[src/rtl/ttt_pkg.sv]
// Shared types and line geometry for the N x N tic-tac-toe controller.
// Cell i = r*N + c; lines are rows, then columns, then main and anti-diagonal.
package ttt_pkg;

    typedef enum logic [1:0] {PLAY, CHECK, DONE} ttt_state_t;

    localparam int TTT_MAX_CELLS = 64;

    function automatic int ttt_lines(input int n);
        return 2 * n + 2;
    endfunction

    function automatic logic [TTT_MAX_CELLS-1:0] ttt_line_mask(input int n, input int j);
        logic [TTT_MAX_CELLS-1:0] m;
        int                       idx;
        m = '0;
        for (int k = 0; k < 8; k++) begin
            if (k < n) begin
                if (j < n)           idx = j * n + k;
                else if (j < 2 * n)  idx = (j - n) + k * n;
                else if (j == 2 * n) idx = k * (n + 1);
                else                 idx = (k + 1) * (n - 1);
                m[idx[5:0]] = 1'b1;
            end
        end
        return m;
    endfunction

endpackage

[src/rtl/ttt_line_check.sv]
// Combinational test of one winning line: every masked cell marked and owned by the mover.
module ttt_line_check #(
    parameter int N = 3
) (
    input  logic [N*N-1:0] i_marked,
    input  logic [N*N-1:0] i_x,
    input  logic [N*N-1:0] i_mask,
    input  logic           i_mover,
    output logic           o_hit
);

    logic w_all_marked;
    logic w_all_mover;

    assign w_all_marked = ((i_marked & i_mask) == i_mask);
    assign w_all_mover  = (((i_x ^ {(N*N){i_mover}}) & i_mask) == '0);
    assign o_hit        = w_all_marked & w_all_mover;

endmodule

[src/rtl/tic_tac_toe_game.sv]
// N x N tic-tac-toe controller: owns the board, takes moves over valid/ready, scans one line per cycle.
// Optional single-level undo is compiled in when TTT_UNDO_EN is defined.
module tic_tac_toe_game
    import ttt_pkg::*;
#(
    parameter int N  = 3,
    parameter int PW = $clog2(N*N)
) (
    input  logic          clk,
    input  logic          rst_n,
    input  logic          new_game,
    input  logic          move_valid,
    input  logic [PW-1:0] move_pos,
`ifdef TTT_UNDO_EN
    input  logic          undo,
`endif
    output logic          move_ready,
    output logic [N*N-1:0] grid_state_marked,
    output logic [N*N-1:0] grid_state_x,
    output logic          turn_x,
    output logic          move_err,
    output logic          someone_won,
    output logic          player_x_won,
    output logic          draw,
    output logic          game_over
);

    localparam int NN = N * N;
    localparam int L  = ttt_lines(N);
    localparam int LW = $clog2(L);
    localparam logic [PW:0]   NN_W   = NN[PW:0];
    localparam logic [LW-1:0] L_LAST = LW'(L - 1);

    ttt_state_t    r_state, w_state_nxt;
    logic [NN-1:0] r_marked, w_marked_nxt;
    logic [NN-1:0] r_x, w_x_nxt;
    logic          r_turn_x, w_turn_x_nxt;
    logic          r_mover, w_mover_nxt;
    logic [LW-1:0] r_line, w_line_nxt;
    logic          r_won, w_won_nxt;
    logic          r_pxwon, w_pxwon_nxt;
    logic          r_draw, w_draw_nxt;
    logic          r_err, w_err_nxt;
`ifdef TTT_UNDO_EN
    logic [PW-1:0] r_last_pos, w_last_pos_nxt;
    logic          r_last_valid, w_last_valid_nxt;
`endif

    logic [NN-1:0] w_masks [L];
    logic          w_hit;
    logic          w_legal;

    // Line masks are elaboration-time constants; the counter merely selects one.
    for (genvar g = 0; g < L; g++) begin : g_mask
        localparam logic [TTT_MAX_CELLS-1:0] M = ttt_line_mask(N, g);
        assign w_masks[g] = M[NN-1:0];
    end

    ttt_line_check #(.N(N)) u_line_check (
        .i_marked (r_marked),
        .i_x      (r_x),
        .i_mask   (w_masks[r_line]),
        .i_mover  (r_mover),
        .o_hit    (w_hit)
    );

    assign w_legal = ({1'b0, move_pos} < NN_W) && !r_marked[move_pos];

    always_comb begin
        // NOTE: every next-state signal takes its hold value first, so no path can infer a latch.
        w_state_nxt  = r_state;
        w_marked_nxt = r_marked;
        w_x_nxt      = r_x;
        w_turn_x_nxt = r_turn_x;
        w_mover_nxt  = r_mover;
        w_line_nxt   = r_line;
        w_won_nxt    = r_won;
        w_pxwon_nxt  = r_pxwon;
        w_draw_nxt   = r_draw;
        w_err_nxt    = 1'b0;
`ifdef TTT_UNDO_EN
        w_last_pos_nxt   = r_last_pos;
        w_last_valid_nxt = r_last_valid;
`endif
        if (new_game) begin
            w_state_nxt  = PLAY;
            w_marked_nxt = '0;
            w_x_nxt      = '0;
            w_turn_x_nxt = 1'b1;
            w_mover_nxt  = 1'b0;
            w_line_nxt   = '0;
            w_won_nxt    = 1'b0;
            w_pxwon_nxt  = 1'b0;
            w_draw_nxt   = 1'b0;
`ifdef TTT_UNDO_EN
            w_last_valid_nxt = 1'b0;
`endif
        end else begin
            case (r_state)
                PLAY: begin
`ifdef TTT_UNDO_EN
                    if (undo) begin
                        if (r_last_valid) begin
                            w_marked_nxt[r_last_pos] = 1'b0;
                            w_x_nxt[r_last_pos]      = 1'b0;
                            w_turn_x_nxt             = ~r_turn_x;
                            w_last_valid_nxt         = 1'b0;
                        end else begin
                            w_err_nxt = 1'b1;
                        end
                    end else
`endif
                    if (move_valid) begin
                        if (!w_legal) begin
                            w_err_nxt = 1'b1;
                        end else begin
                            w_marked_nxt[move_pos] = 1'b1;
                            w_x_nxt[move_pos]      = r_turn_x;
                            w_mover_nxt            = r_turn_x;
                            w_line_nxt             = '0;
                            w_state_nxt            = CHECK;
`ifdef TTT_UNDO_EN
                            w_last_pos_nxt   = move_pos;
                            w_last_valid_nxt = 1'b1;
`endif
                        end
                    end
                end
                CHECK: begin
                    if (w_hit) begin
                        w_won_nxt   = 1'b1;
                        w_pxwon_nxt = r_mover;
                        w_state_nxt = DONE;
                    end else if (r_line == L_LAST) begin
                        if (&r_marked) begin
                            w_draw_nxt  = 1'b1;
                            w_state_nxt = DONE;
                        end else begin
                            w_turn_x_nxt = ~r_turn_x;
                            w_state_nxt  = PLAY;
                        end
                    end else begin
                        w_line_nxt = r_line + 1'b1;
                    end
                end
                DONE:    ;
                default: w_state_nxt = PLAY;
            endcase
        end
    end

    // NOTE: the board is a handful of flops, not a RAM, so it is cleared by reset like any other state.
    always_ff @(posedge clk or negedge rst_n) begin
        if (!rst_n) begin
            r_state  <= PLAY;
            r_marked <= '0;
            r_x      <= '0;
            r_turn_x <= 1'b1;
            r_mover  <= 1'b0;
            r_line   <= '0;
            r_won    <= 1'b0;
            r_pxwon  <= 1'b0;
            r_draw   <= 1'b0;
            r_err    <= 1'b0;
`ifdef TTT_UNDO_EN
            r_last_pos   <= '0;
            r_last_valid <= 1'b0;
`endif
        end else begin
            // NOTE: non-blocking so every register samples the pre-edge values of its peers.
            r_state  <= w_state_nxt;
            r_marked <= w_marked_nxt;
            r_x      <= w_x_nxt;
            r_turn_x <= w_turn_x_nxt;
            r_mover  <= w_mover_nxt;
            r_line   <= w_line_nxt;
            r_won    <= w_won_nxt;
            r_pxwon  <= w_pxwon_nxt;
            r_draw   <= w_draw_nxt;
            r_err    <= w_err_nxt;
`ifdef TTT_UNDO_EN
            r_last_pos   <= w_last_pos_nxt;
            r_last_valid <= w_last_valid_nxt;
`endif
        end
    end

    assign move_ready        = (r_state == PLAY);
    assign grid_state_marked = r_marked;
    assign grid_state_x      = r_x;
    assign turn_x            = r_turn_x;
    assign move_err          = r_err;
    assign someone_won       = r_won;
    assign player_x_won      = r_pxwon;
    assign draw              = r_draw;
    assign game_over         = r_won | r_draw;

endmodule

[config.mk]
export PLATFORM = sky130hd
export DESIGN_NAME = tic_tac_toe_game
export DESIGN_NICKNAME = d
export VERILOG_FILES = /design/src/rtl/ttt_pkg.sv /design/src/rtl/ttt_line_check.sv /design/src/rtl/tic_tac_toe_game.sv
export SDC_FILE = /design/constraint.sdc
export NUM_CORES = 1
export LEC_CHECK = 0
export ABC_AREA = 1
export BUFFER_PORTS_ARGS = -buffer_cell sky130_fd_sc_hd__buf_2
export CAP_MARGIN = 20
export CORE_AREA = 2 2 68 70
export DETAILED_ROUTE_END_ITERATION = 6
export DIE_AREA = 0 0 70 72
export GPL_ROUTABILITY_DRIVEN = 0
export GPL_TIMING_DRIVEN = 0
export PLACE_DENSITY = 0.74
export SYNTH_ARGS = -nofsm -noshare
export SYNTH_HDL_FRONTEND = slang
export SYNTH_HIERARCHICAL = 1
export SYNTH_SLANG_ARGS = --single-unit
[constraint.sdc]
create_clock -name clk -period 2.1 [get_ports clk]
set_input_delay 0.42 -clock clk [delete_from_list [all_inputs] [get_ports clk]]
set_output_delay 0.42 -clock clk [all_outputs]
set_load 0.02 [all_outputs]
Word level (Yosys, flattened, before mapping)
Memory sizes are Yosys's and may differ from the RTL's.
Index checks and enable logic that the tools add are counted.
- memories kept: 1
- output and inout port bits: 25
- bits in registers: 29
- ROM bits: 72
- input bits: 8
- logic and storage cells: 108
- order comparisons: 4
- bitwise logic cells: 8
- equal/unequal tests: 12
- reductions and logical operators: 20
- add/sub/neg operators: 1
- multiplexer cells: 52
- memory list (memory ; words ; bits a word ; read ports ; clocked after Yosys merged registers in ; write ports ; line ; text):
    (no name shown) ; 8 ; 9 ; 1 ; 0 ; 0 ; tic_tac_toe_game.sv:62 ; .i_mask (w_masks[r_line]),
- operator list (cell ; count):
    9-bit two-way mux ; 10
    1-bit two-way mux ; 26
    9-bit AND ; 2
    3-bit two-way mux ; 5
    2-bit nonzero test ; 7
    2-bit two-way mux ; 6
    4-bit AND reduction ; 3
    9-bit bitwise mux ; 1
    9-bit equality test ; 1
    9-bit zero test ; 1
    3-bit inequality test (second input constant) ; 3
    9-bit bitwise OR ; 1
    9-bit AND reduction ; 1
    9-bit XOR ; 1
    2-bit inequality test (second input constant) ; 3
    2-bit one-hot mux with 3 select lines ; 1
    3-bit one-hot mux with 2 select lines ; 1
    4-bit by 5-bit < comparator with 1-bit output (second input constant) ; 1
    5-bit AND reduction ; 1
    1-bit binary-select mux with 4-bit select ; 1
    1-bit demux with 4-bit select ; 1
    4-bit by 1-bit greater-or-equal comparator with 1-bit output (second input constant) ; 1
    4-bit greater-or-equal comparator (second input constant) ; 1
    4-bit < comparator (second input constant) ; 1
    other kinds (16) ; 17

Depth between registers and ports, before layout
- word-level depth: 10
- depth in mapped cells: 17
- depth with buffers taken out: 17

Cells and area by module
The synthesis kept the hierarchy.
- modules (own cells, without submodules) (module ; cells an instance ; times used ; area an instance (um2) ; seq. area each (um2)):
    tic_tac_toe_game ; 260 ; 1 ; 1820.5 ; 726.9
    ttt_line_check ; 69 ; 1 ; 282.8 ; 0.0

Worst setup path after synthesis
Ideal clock, no wire load.
- path kind: register to register
- start point: register r_line[0]
- end point: register r_line[2]
- arrival time: 2000 ps
- buffers on the path: 0
- setup slack: 34 ps
- data required time: 2034 ps
- stages on the path, launching flop included: 17
- clock period less this slack: 2066 ps
- cells stage by stage: dfrtp_1 -> inv_1 -> ha_1 -> inv_1 -> o21ai_0 -> nand2_1 -> nand2_1 -> nor2_1 -> nand2_1 -> nor2_1 -> nand2_1 -> nor2_1 -> nor2_1 -> o21a_1 -> nand3_1 -> nand2_1 -> nand2_1
- cells in the longest elaborated chain, start to end: 9
- elaborated cells between the ends (all ways): 18
- those cells by class: add/sub: 1; eq/ne: 4; mux: 6; bitwise: 4; reduce/logical: 2; memory: 1
- ends and longest elaborated chain (what ; line ; text):
    from (decl) ; tic_tac_toe_game.sv:39 ; logic [LW-1:0] r_line, w_line_nxt;
    from (signal assigned) ; tic_tac_toe_game.sv:176 ; r_line <= w_line_nxt;
    3-bit NOT with 4-bit output (not written as such) (*) ; tic_tac_toe_game.sv:62 ;
    memory read 8 x 9 bit (*) ; n/a ;
    9-bit two-way mux (not written as such) (*) (2 in a row) ; tic_tac_toe_game.sv:62 ;
    9-bit AND, on equally long branches ; ttt_line_check.sv:15, ttt_line_check.sv:16 ;
    9-bit equality test or 9-bit zero test (tied branches) ; ttt_line_check.sv:15, ttt_line_check.sv:16 ;
    1-bit AND (*) ; ttt_line_check.sv:17 ; assign o_hit = w_all_marked & w_all_mover;
    net w_hit ; tic_tac_toe_game.sv:50 ; logic w_hit;
    3-bit inequality test (no source line) (*) ; n/a ;
    5-bit AND reduction (no source line) (*) ; n/a ;
Mark *: on every way through the listed nets, which the timed path passes. The rest lies on a longest branch. The select of a mux whose other input is x is not followed.
A chain may end at the register's enable or synchronous reset.

Worst setup path after layout
- start point: register r_line[1]
- end point: register r_line[2]
Same word-level chain as after synthesis.

==> run metrics <==
number of I/O pins 33; Relative slew margins 0.5491; Worst-Margin Slew about 0.68 ns; Final Hold Violating Endpoints 0; grt total ovfl 0; total power 1.523 mW; CTS tree built; Clock Sinks 29; most frequent cells in the layout nand2_1 (117), inv_1 (44), nor2_1 (31), buf_2 (31), dfrtp_1 (26); fin nets 385; number of synthesized register bits 29; Site Rows 24; clk_skew 0.003371 ns; critical path class flop to flop; RSZ-0062 raised after global routing yes; net count after synthesis 343; Routed Antenna Nets 0; HPWL after DPL 4055 um; distinct cell type count after synthesis 25; Worst Setup End Kind flop; Via density between 5 and 6; CTS H-tree depth 2; DR vias 2196; max frequency 0.4871 GHz; setup TNS 0 ns; critical path startpoint category flop; Mapped Cells between 300 and 400; largest net degree at the start of global routing 30; IO Port Bufs 30; Skew-Pair Late Insertion Delay 0.28 ns; initial antenna violation count 0; Synth Cell Area 2103 sq um; DRC viols 0; Reg clk slew, reported paths 0.07 ns; layout cells sized above 1 0.2124; die extent in x 70 um; leakage 1.366 nW; global-route wire length before repair 9087 um; outcome complete, no violations; cell area power density 600.6 nW/um^2; DRT Pass-1 Iters 4; drt total wl between 5000 and 6000 um; Core Footprint around 4300 sq um; syn_area_per_cell 6.393 sq um; Die Span Y 72 um; GRT Overall Usage 0.2275; Peak VDD IR 0.2979 mV; Final Setup Violations 0; number of global-route vias before repair 1920; number of antenna diodes 0; post-route minimum period just over 2 ns; HP Class primary input to asynchronous set/reset pin; WP data required between 2 and 2.5 ns; most common cell after layout, fill and taps aside nand2_1; YS warnings 6; post-synthesis sequential area ratio 0.3456; period utilization 0.9776; Die ar. 5040 sq um; cts bufs inserted 5; Max FO, Critical Path 5; WP data arrival 2.23 ns; Fill cells 405; max cap viols 0; Starting DRT DRC Count 173; clk root buf clkbuf_8; Avg WL per Cell 13.22 um; area delta synth->final 20.58%; Max Slew Vio Count 0; Starting Density 0.4933; clock buffer depth 2
[synthesized netlist by cell type]
| master | instances | share of area |
|---|---|---|
| a21oi_1 | 9 | 0.021 |
| o21ai_0 | 14 | 0.033 |
| inv_1 | 47 | 0.084 |
| inv_2 | 2 | 0.0036 |
| nand3_1 | 26 | 0.062 |
| nand2_2 | 1 | 0.0030 |
| buf_6 | 5 | 0.027 |
| o21ai_4 | 1 | 0.0077 |
| nand4_4 | 1 | 0.010 |
| clkbuf_1 | 1 | 0.0018 |
| nor2_4 | 1 | 0.0054 |
| dfrtp_1 | 28 | 0.33 |
| nand3b_1 | 1 | 0.0036 |
| buf_2 | 1 | 0.0024 |
| buf_1 | 2 | 0.0036 |
| nor2_1 | 34 | 0.061 |
| nor3_1 | 11 | 0.026 |
| nand2_1 | 120 | 0.21 |
| o21ai_1 | 8 | 0.019 |
| dfstp_2 | 1 | 0.012 |
| o21a_1 | 2 | 0.0071 |
| ha_1 | 6 | 0.036 |
| nand4_1 | 5 | 0.015 |
| nand2_4 | 1 | 0.0054 |
| or2_2 | 1 | 0.0030 |
[cells by family after synthesis]
group / Yosys count / synth area share
and+or+nand+nor: 202 / 0.4081
AOI/OAI and AO/OA: 34 / 0.08864
buffers and inverters: 58 / 0.1219
adders and majority gates: 6 / 0.03569
DFF: 29 / 0.3456
[flip-flops by register name, indices dropped and copies added, names as in the netlist]
register           cells
r_state                2
r_line                 3
someone_won            1
turn_x                 1
grid_state_marked      9
grid_state_x           9
move_err               1
player_x_won           1
r_mover                1
draw                   1
[worst max-delay path: stages (launching register included)]
cell	delay, ns
dfrtp_1	0.41
inv_2	0.12
ha_4	0.22
inv_2	0.06
o21ai_2	0.06
nand2_1	0.07
nand2_1	0.05
nor2_1	0.10
nand2_1	0.07
nor2_2	0.13
nand2_2	0.07
nor2_4	0.14
nor2_2	0.05
o21a_1	0.21
nand4_1	0.12
nand2_1	0.06
[report_power, final]
group          internal (mW)  switching [mW]  total, mW
logic                  0.163           0.288      0.451
registers              0.588          0.0339      0.622
clock network          0.229           0.221      0.450
total                  0.981           0.542       1.52
[routing by layer]
| metal | track usage | vias to the layer above | share of wire |
|---|---|---|---|
| li1 | - | 1106 | - |
| met5 | 0 | - | 0 |
| met4 | 0.07692 | 0 | 0.023 |
| met2 | 0.3725 | 86 | 0.47 |
| met1 | 0.3121 | 992 | 0.44 |
| met3 | 0.03333 | 12 | 0.062 |
[final timing paths]
check	from	to	slack (ns)	depth (start not counted)
worst min register to register	grid_state_x[1]	grid_state_x[1]	0.52	2
min in group clk	move_valid	move_err	0.38	3
worst min-delay path	rst_n	grid_state_marked[7]	0.17	1
worst max register to register	r_line[1]	r_line[2]	0.05	15
worst max-delay path	r_line[1]	r_line[2]	0.05	15
max in group asynchronous	rst_n	r_line[0]	1.46	1
[metrics by stage]
stage / util / cell area (sq um) / hold slack (ns) / std cells / worst slack, ns
after floorplan: - / 2103 / 0.1244 / 329 / 0.03442
after global placement: 0.5437 / 2318 / 0.4893 / 411 / -0.3145
after detailed placement: 0.5437 / 2318 / 0.4957 / 411 / -0.3273
after CTS: 0.5695 / 2429 / 0.1921 / 420 / 0.005103
after global routing: 0.5948 / 2536 / 0.2272 / 424 / -0.1198
final: 0.5948 / 2536 / 0.1686 / 424 / 0.04709
[layout make-up]
type | instances | area (sq um) | share of cell area
sequential | 29 | 729.5 | 0.2876
multi-input combinational | 242 | 1204 | 0.4746
tap | 52 | 65.06 | 0.02565
clock inverter | 2 | 10.01 | 0.003947
buffer | 8 | 68.82 | 0.02713
inverter | 49 | 183.9 | 0.07252
clock buffer | 6 | 72.57 | 0.02861
timing repair buffer | 36 | 202.7 | 0.07992
[timing repair]
action                                  CTS  global route
endpoints found under the setup margin    9             8
pin swaps                                 3            10
resized for setup                        11            23
hold buffers                              0             0
buffers inserted                          2             4
(Power assumes the default switching activity.)
